## src/rtl/mem_access_unit_pkg.sv

```systemverilog
// Shared definitions for the data-memory access stage and the load extender:
// opcodes, func3 width codes, FSM states and the alignment rule.
package mem_access_unit_pkg;

  localparam logic [6:0] OPC_LOAD  = 7'h03;
  localparam logic [6:0] OPC_STORE = 7'h23;

  localparam logic [2:0] FUNC3_B  = 3'b000;
  localparam logic [2:0] FUNC3_H  = 3'b001;
  localparam logic [2:0] FUNC3_W  = 3'b010;
  localparam logic [2:0] FUNC3_BU = 3'b100;
  localparam logic [2:0] FUNC3_HU = 3'b101;

  typedef enum logic [1:0] {
    IDLE,
    ISSUE,
    WAIT_RESP,
    HOLD
  } mau_state_e;

  // Halfwords need addr[0]==0 and words need addr[1:0]==0; bytes are always aligned.
  function automatic logic is_misaligned(input logic [6:0] opcode,
                                         input logic [2:0] func3,
                                         input logic [1:0] addr_lo);
    logic half;
    logic word;
    half = ((opcode == OPC_LOAD) && ((func3 == FUNC3_H) || (func3 == FUNC3_HU))) ||
           ((opcode == OPC_STORE) && (func3 == FUNC3_H));
    word = ((opcode == OPC_LOAD) || (opcode == OPC_STORE)) && (func3 == FUNC3_W);
    return (half && addr_lo[0]) || (word && (addr_lo != 2'b00));
  endfunction

endpackage

```

## src/rtl/mem_access_unit_store_lane_gen.sv

```systemverilog
// Store lane generator: turns func3 and the low address bits into byte
// write enables and places the store data on every lane it may land in.
module store_lane_gen
  import mem_access_unit_pkg::*;
(
  input  logic [2:0]  func3,
  input  logic [1:0]  addr_lo,
  input  logic [31:0] data,
  output logic [3:0]  we,
  output logic [31:0] wdata
);

  // Unknown store widths still complete, they just write nothing.
  always_comb begin
    we    = 4'b0000;
    wdata = 32'h0;
    case (func3)
      FUNC3_B: begin
        we    = 4'b0001 << addr_lo;
        wdata = {4{data[7:0]}};
      end
      FUNC3_H: begin
        we    = addr_lo[1] ? 4'b1100 : 4'b0011;
        wdata = {2{data[15:0]}};
      end
      FUNC3_W: begin
        we    = 4'b1111;
        wdata = data;
      end
      default: begin
        we    = 4'b0000;
        wdata = 32'h0;
      end
    endcase
  end

endmodule

```

## src/rtl/mem_access_unit.sv

```systemverilog
// Data-memory access stage: one load/store outstanding, raw word handed on for extension.
// Define MISALIGN_TRAP_EN to trap misaligned halfword/word accesses without touching memory.
module mem_access_unit
  import mem_access_unit_pkg::*;
#(
  parameter int TIMEOUT_CYCLES = 255,
  parameter int CNT_W          = 8
) (
  input  logic        clk,
  input  logic        rst_n,
  input  logic        req_valid,
  output logic        req_ready,
  input  logic [31:0] req_inst,
  input  logic [31:0] req_addr,
  input  logic [31:0] req_wdata,
  output logic        mem_req_valid,
  input  logic        mem_req_ready,
  output logic [31:0] mem_addr,
  output logic [3:0]  mem_we,
  output logic [31:0] mem_wdata,
  input  logic        mem_resp_valid,
  input  logic [31:0] mem_resp_data,
  output logic        out_valid,
  input  logic        out_ready,
  output logic [31:0] out_word,
  output logic [31:0] out_inst,
  output logic [31:0] out_addr,
  output logic        out_err
);

  localparam logic [CNT_W-1:0] TIMEOUT_CNT = CNT_W'(TIMEOUT_CYCLES);

  mau_state_e        state;
  mau_state_e        state_nxt;
  mau_state_e        accept_dest;
  logic [31:0]       inst_q;
  logic [31:0]       addr_q;
  logic [31:0]       wdata_q;
  logic [31:0]       word_q;
  logic              err_q;
  logic [CNT_W-1:0]  wait_cnt;
  logic              accept;
  logic              req_is_mem;
  logic              req_misaligned;
  logic              is_store_q;
  logic              timeout_hit;
  logic [3:0]        lane_we;
  logic [31:0]       lane_wdata;

  assign accept     = req_valid & req_ready;
  assign req_is_mem = (req_inst[6:0] == OPC_LOAD) || (req_inst[6:0] == OPC_STORE);
  assign is_store_q = (inst_q[6:0] == OPC_STORE);

`ifdef MISALIGN_TRAP_EN
  assign req_misaligned = is_misaligned(req_inst[6:0], req_inst[14:12], req_addr[1:0]);
`else
  assign req_misaligned = 1'b0;
`endif

  // Non-memory ops and trapped accesses go straight to the output beat.
  assign accept_dest = (req_is_mem && !req_misaligned) ? ISSUE : HOLD;
  assign timeout_hit = (TIMEOUT_CYCLES != 0) && (wait_cnt == TIMEOUT_CNT);

  always_ff @(posedge clk or negedge rst_n) begin
    if (!rst_n) state <= IDLE;
    else        state <= state_nxt;
  end

  // A response arriving on the timeout cycle still wins over the abort.
  always_comb begin
    state_nxt = state;
    case (state)
      IDLE:      if (accept) state_nxt = accept_dest;
      ISSUE:     if (mem_req_ready) state_nxt = is_store_q ? HOLD : WAIT_RESP;
      WAIT_RESP: if (mem_resp_valid || timeout_hit) state_nxt = HOLD;
      HOLD: begin
        if (accept)         state_nxt = accept_dest;
        else if (out_ready) state_nxt = IDLE;
      end
      default:   state_nxt = IDLE;
    endcase
  end

  always_comb begin
    req_ready     = 1'b0;
    mem_req_valid = 1'b0;
    out_valid     = 1'b0;
    case (state)
      IDLE:  req_ready = 1'b1;
      ISSUE: mem_req_valid = 1'b1;
      HOLD: begin
        out_valid = 1'b1;
        req_ready = out_ready;
      end
      default: begin
        req_ready     = 1'b0;
        mem_req_valid = 1'b0;
        out_valid     = 1'b0;
      end
    endcase
  end

  always_ff @(posedge clk or negedge rst_n) begin
    if (!rst_n) begin
      inst_q  <= 32'h0;
      addr_q  <= 32'h0;
      wdata_q <= 32'h0;
      word_q  <= 32'h0;
      err_q   <= 1'b0;
    end else if (accept) begin
      inst_q  <= req_inst;
      addr_q  <= req_addr;
      wdata_q <= req_wdata;
      word_q  <= 32'h0;
      err_q   <= req_misaligned;
    end else if (state == WAIT_RESP) begin
      if (mem_resp_valid)   word_q <= mem_resp_data;
      else if (timeout_hit) err_q  <= 1'b1;
    end
  end

  // Held at zero outside WAIT_RESP so every wait starts fresh; saturates at all ones.
  always_ff @(posedge clk or negedge rst_n) begin
    if (!rst_n)                   wait_cnt <= '0;
    else if (state != WAIT_RESP)  wait_cnt <= '0;
    else if (wait_cnt != '1)      wait_cnt <= wait_cnt + 1'b1;
  end

  store_lane_gen u_lanes (
    .func3   (inst_q[14:12]),
    .addr_lo (addr_q[1:0]),
    .data    (wdata_q),
    .we      (lane_we),
    .wdata   (lane_wdata)
  );

  assign mem_addr  = {addr_q[31:2], 2'b00};
  assign mem_we    = is_store_q ? lane_we : 4'b0000;
  assign mem_wdata = is_store_q ? lane_wdata : 32'h0;
  assign out_word  = word_q;
  assign out_inst  = inst_q;
  assign out_addr  = addr_q;
  assign out_err   = err_q;

endmodule

```

## config.mk

```make
export PLATFORM = sky130hd
export DESIGN_NAME = mem_access_unit
export DESIGN_NICKNAME = d
export VERILOG_FILES = /design/src/rtl/mem_access_unit_pkg.sv /design/src/rtl/mem_access_unit_store_lane_gen.sv /design/src/rtl/mem_access_unit.sv
export SDC_FILE = /design/constraint.sdc
export NUM_CORES = 1
export LEC_CHECK = 0
export ABC_AREA = 1
export CAP_MARGIN = 20
export CELL_PAD_IN_SITES_DETAIL_PLACEMENT = 0
export CELL_PAD_IN_SITES_GLOBAL_PLACEMENT = 1
export CORE_MARGIN = 5
export CORE_UTILIZATION = 33
export CTS_BUF_LIST = sky130_fd_sc_hd__clkbuf_4
export CTS_CLUSTER_DIAMETER = 30
export DETAILED_ROUTE_END_ITERATION = 8
export PLACE_DENSITY = 0.93
export RECOVER_POWER = 100
export SYNTH_ARGS = -nofsm -noshare
export SYNTH_HDL_FRONTEND = slang
export SYNTH_SLANG_ARGS = --single-unit
```

## constraint.sdc

```tcl
create_clock -name clk -period 4.5 [get_ports clk]
set_input_delay 0.45 -clock clk [delete_from_list [all_inputs] [get_ports clk]]
set_output_delay 0.45 -clock clk [all_outputs]
set_load 0.01 [all_outputs]
```

==> impl_metrics.json <==
{
  "status": "finished with violations",
  "failed_checks": "max-capacitance violations, max-slew violations",
  "wl_per_cell_um": 15.29,
  "relSlewSlack": -0.4390,
  "ys_ff_latch": 139,
  "port_buffers": 299,
  "finalSetupViolations": 0,
  "critical_path_class": "flip-flop to output pin",
  "place_hpwl_um": 15110,
  "final_hold_viol_count": 0,
  "clock-skew-final_ns": 0.01285,
  "clk_latency_ns": 0.52,
  "cap_viol_max_count": 1,
  "drc_errors": 0,
  "total_power_mw": 5.989,
  "grt_pass1_vias": 6042,
  "crit_chain": "nand3b_1, nor2_1, o21ai_1, a21oi_1, dlygate4sd3_1",
  "clk_pin_slew_ns": 0.14,
  "grt_max_degree": 96,
  "vdd_ir_drop_max_uv": 665.9,
  "power_frac_comb": 0.472,
  "nFillCells": 2018,
  "timing.final.crit_share": 0.8191,
  "synthFlopType": "dfrtp_1",
  "cp.required_ns": 4.05,
  "synth-seq-area-share": 0.5224,
  "layout.nets": 1205,
  "syn2layout_area_growth_pct": 49.55,
  "fin_area_um2": 9958,
  "die_x_um": 152.1,
  "p_leak_nw": 5.272,
  "power.net_switching_mw": 2.353,
  "cts_tree": "done",
  "numCtsBuffers": 17,
  "gr-usage-met3": 0.06542,
  "fp.dieH_um": 152.1,
  "placementRows": 52,
  "vias_per_cell": 4.448,
  "async_flop_share": 1.000,
  "grt_use_met1": 0.2179,
  "arrival_ns": 3.24,
  "hp-class": "input pin to flip-flop",
  "met2_usage": 0.2978,
  "cpMaxStageDelayCell": "nor2_1",
  "cts.sinks": 139,
  "vias": 6001,
  "post_cts_buffers": 0,
  "clockRootBuffer": "clkbuf_4",
  "antenna_found_initial": 1,
  "yosysTopAreaCell": "dfrtp_1",
  "internal_power_mw": 3.635,
  "post-route-util": 0.4969,
  "drt_iter0_drc": 234,
  "ys_types": 30,
  "grt_pass1_wl_um": 33330,
  "cp-end-kind": "output pin",
  "crit_path_start_kind": "flip-flop",
  "setup_tns_ns": 0,
  "period_needed_ns": 3.686,
  "dieArea_um2": 23120,
  "grt_usage": 0.1772,
  "synth-edff-count": 0,
  "pwr-share-seq": 0.353,
  "p_per_area_nw_per_um2": 601.4,
  "cts_buffer_depth": 2,
  "fmax_ghz": 0.2713,
  "gp_congestion": 0.8728,
  "clkPwrFrac": 0.174,
  "syn_inst": 806,
  "yosysMostFrequentCell": "nand2_1",
  "dr.pass1.iters": 4,
  "start_util": 0.3323,
  "final_antenna_net_count": 0,
  "yosysTopAreaCellShare": 0.5224,
  "worstPathMaxFanout": 13,
  "ys_warn_count": 0,
  "worstMarginPinSlew_ns": 2.159,
  "dp_slack_ns": 1.916,
  "dpl_cell_area_um2": 9619,
  "switching_share": 0.3930,
  "core_region_area_um2": 20040,
  "timing.final.ws_setup_ns": 0.8141,
  "antenna_cells": 0,
  "gr-total-overflow": 0,
  "synthTopCellsByArea": "dfrtp_1 (52%), nand2_1 (20%), inv_1 (5.0%)",
  "synthTopCellsByCount": "nand2_1 (356), dfrtp_1 (139), inv_1 (89)",
  "syn_area_per_cell_um2": 8.262,
  "grt.busiest_layer": "met2",
  "ios": 302,
  "htree_num_levels": 4,
  "critPathMaxStageDelay_ns": 0.69,
  "report.final.slew_viol_count": 83,
  "synth.cell_area_um2": 6659,
  "rsz0062_at_grt": "false",
  "wl_um": 20620,
  "drive_above_1_share": 0.06766
}
## power by group through the flow
stage	registers [mW]	logic, mW	clock network (mW)
finish	2.11	2.83	1.04
global route	2.20	3.15	1.14
CTS	2.15	3.09	1.09
detailed placement	2.17	3.07	0
global placement	2.16	3.03	0
floorplan	2.29	1.56	0
## per-stage QoR
stage	hold WS (ns)	std cells
2_1_floorplan	0.1544	807
3_3_place_gp	0.4618	1316
3_5_place_dp	0.4639	1316
4_1_cts	0.3762	1349
5_1_grt	0.3620	1349
6_report	0.4481	1349
## what timing repair did
action                                 4_1_cts  5_1_grt
gates resized for setup                      0        0
endpoints found under the hold margin       80        0
hold buffers                                 1        0
## flip-flops by register name, indices dropped and copies added, names as in the netlist
register / count
out_err: 1
wdata_q: 32
out_word: 32
state: 2
out_addr: 32
out_inst: 32
wait_cnt: 8
## critical path: cells and delay by family, from the launching register on
family / cells / cell delay (ns)
DFF: 1 / 0.42
buffers and inverters: 1 / 0.64
AOI/OAI and AO/OA: 2 / 0.81
and+or+nand+nor: 2 / 0.85
## layout by cell type, fill, tap and decap left out, types with 17 or more instances in the layout
cell type        count
dfrtp_1            139
clkbuf_4            17
dlygate4sd3_1      158
clkdlybuf4s50_1    141
inv_1               89
mux2_2              27
nand2_1            357
nand3_1             21
nor2_1              22
o21ai_0             29
## final cells by class
class / count / area, um^2 / area share
sequential: 139 / 3478 / 0.3493
clock inverter: 15 / 245.2 / 0.02463
tap: 270 / 337.8 / 0.03392
timing repair buffer: 305 / 3042 / 0.3054
inverter: 93 / 350.3 / 0.03518
clock buffer: 17 / 127.6 / 0.01282
multi-input combinational: 510 / 2377 / 0.2387
## worst paths after layout
path                                          startpoint                        to  slack (ns)  depth (start not counted)
min in group asynchronous                          rst_n   out_addr[3]$_DFFE_PN0P_        1.11                          2
worst max-delay path             out_inst[4]$_DFFE_PN0P_                 mem_we[2]        0.81                          5
worst max register to register      state[0]$_DFFE_PN0P_    wdata_q[3]$_DFFE_PN0P_        1.50                          9
worst min register to register  out_inst[22]$_DFFE_PN0P_  out_inst[22]$_DFFE_PN0P_        0.48                          2
worst min-delay path                       req_wdata[27]   wdata_q[27]$_DFFE_PN0P_        0.45                          3
max in group asynchronous                          rst_n   out_inst[8]$_DFFE_PN0P_        1.19                          3
## per-layer routing
| metal | share of wire | vias up |
|---|---|---|
| met5 | 0.00034 | - |
| met1 | 0.42 | 2793 |
| met2 | 0.49 | 216 |
| li1 | - | 2964 |
| met4 | 0.016 | 2 |
| met3 | 0.080 | 26 |
## kinds of logic after synthesis
kind of cell	after synthesis	synth area share
AO/OA/AOI/OAI	59	0.05148
XOR/XNOR	1	0.001316
adder cells (fa/ha/maj)	5	0.009395
buffers and inverters	158	0.1176
flip-flops	139	0.5224
multiplexers	32	0.05411
other	1	0.0005632
AND/OR/NAND/NOR	411	0.2431
Power figures use the tool's default switching activity.
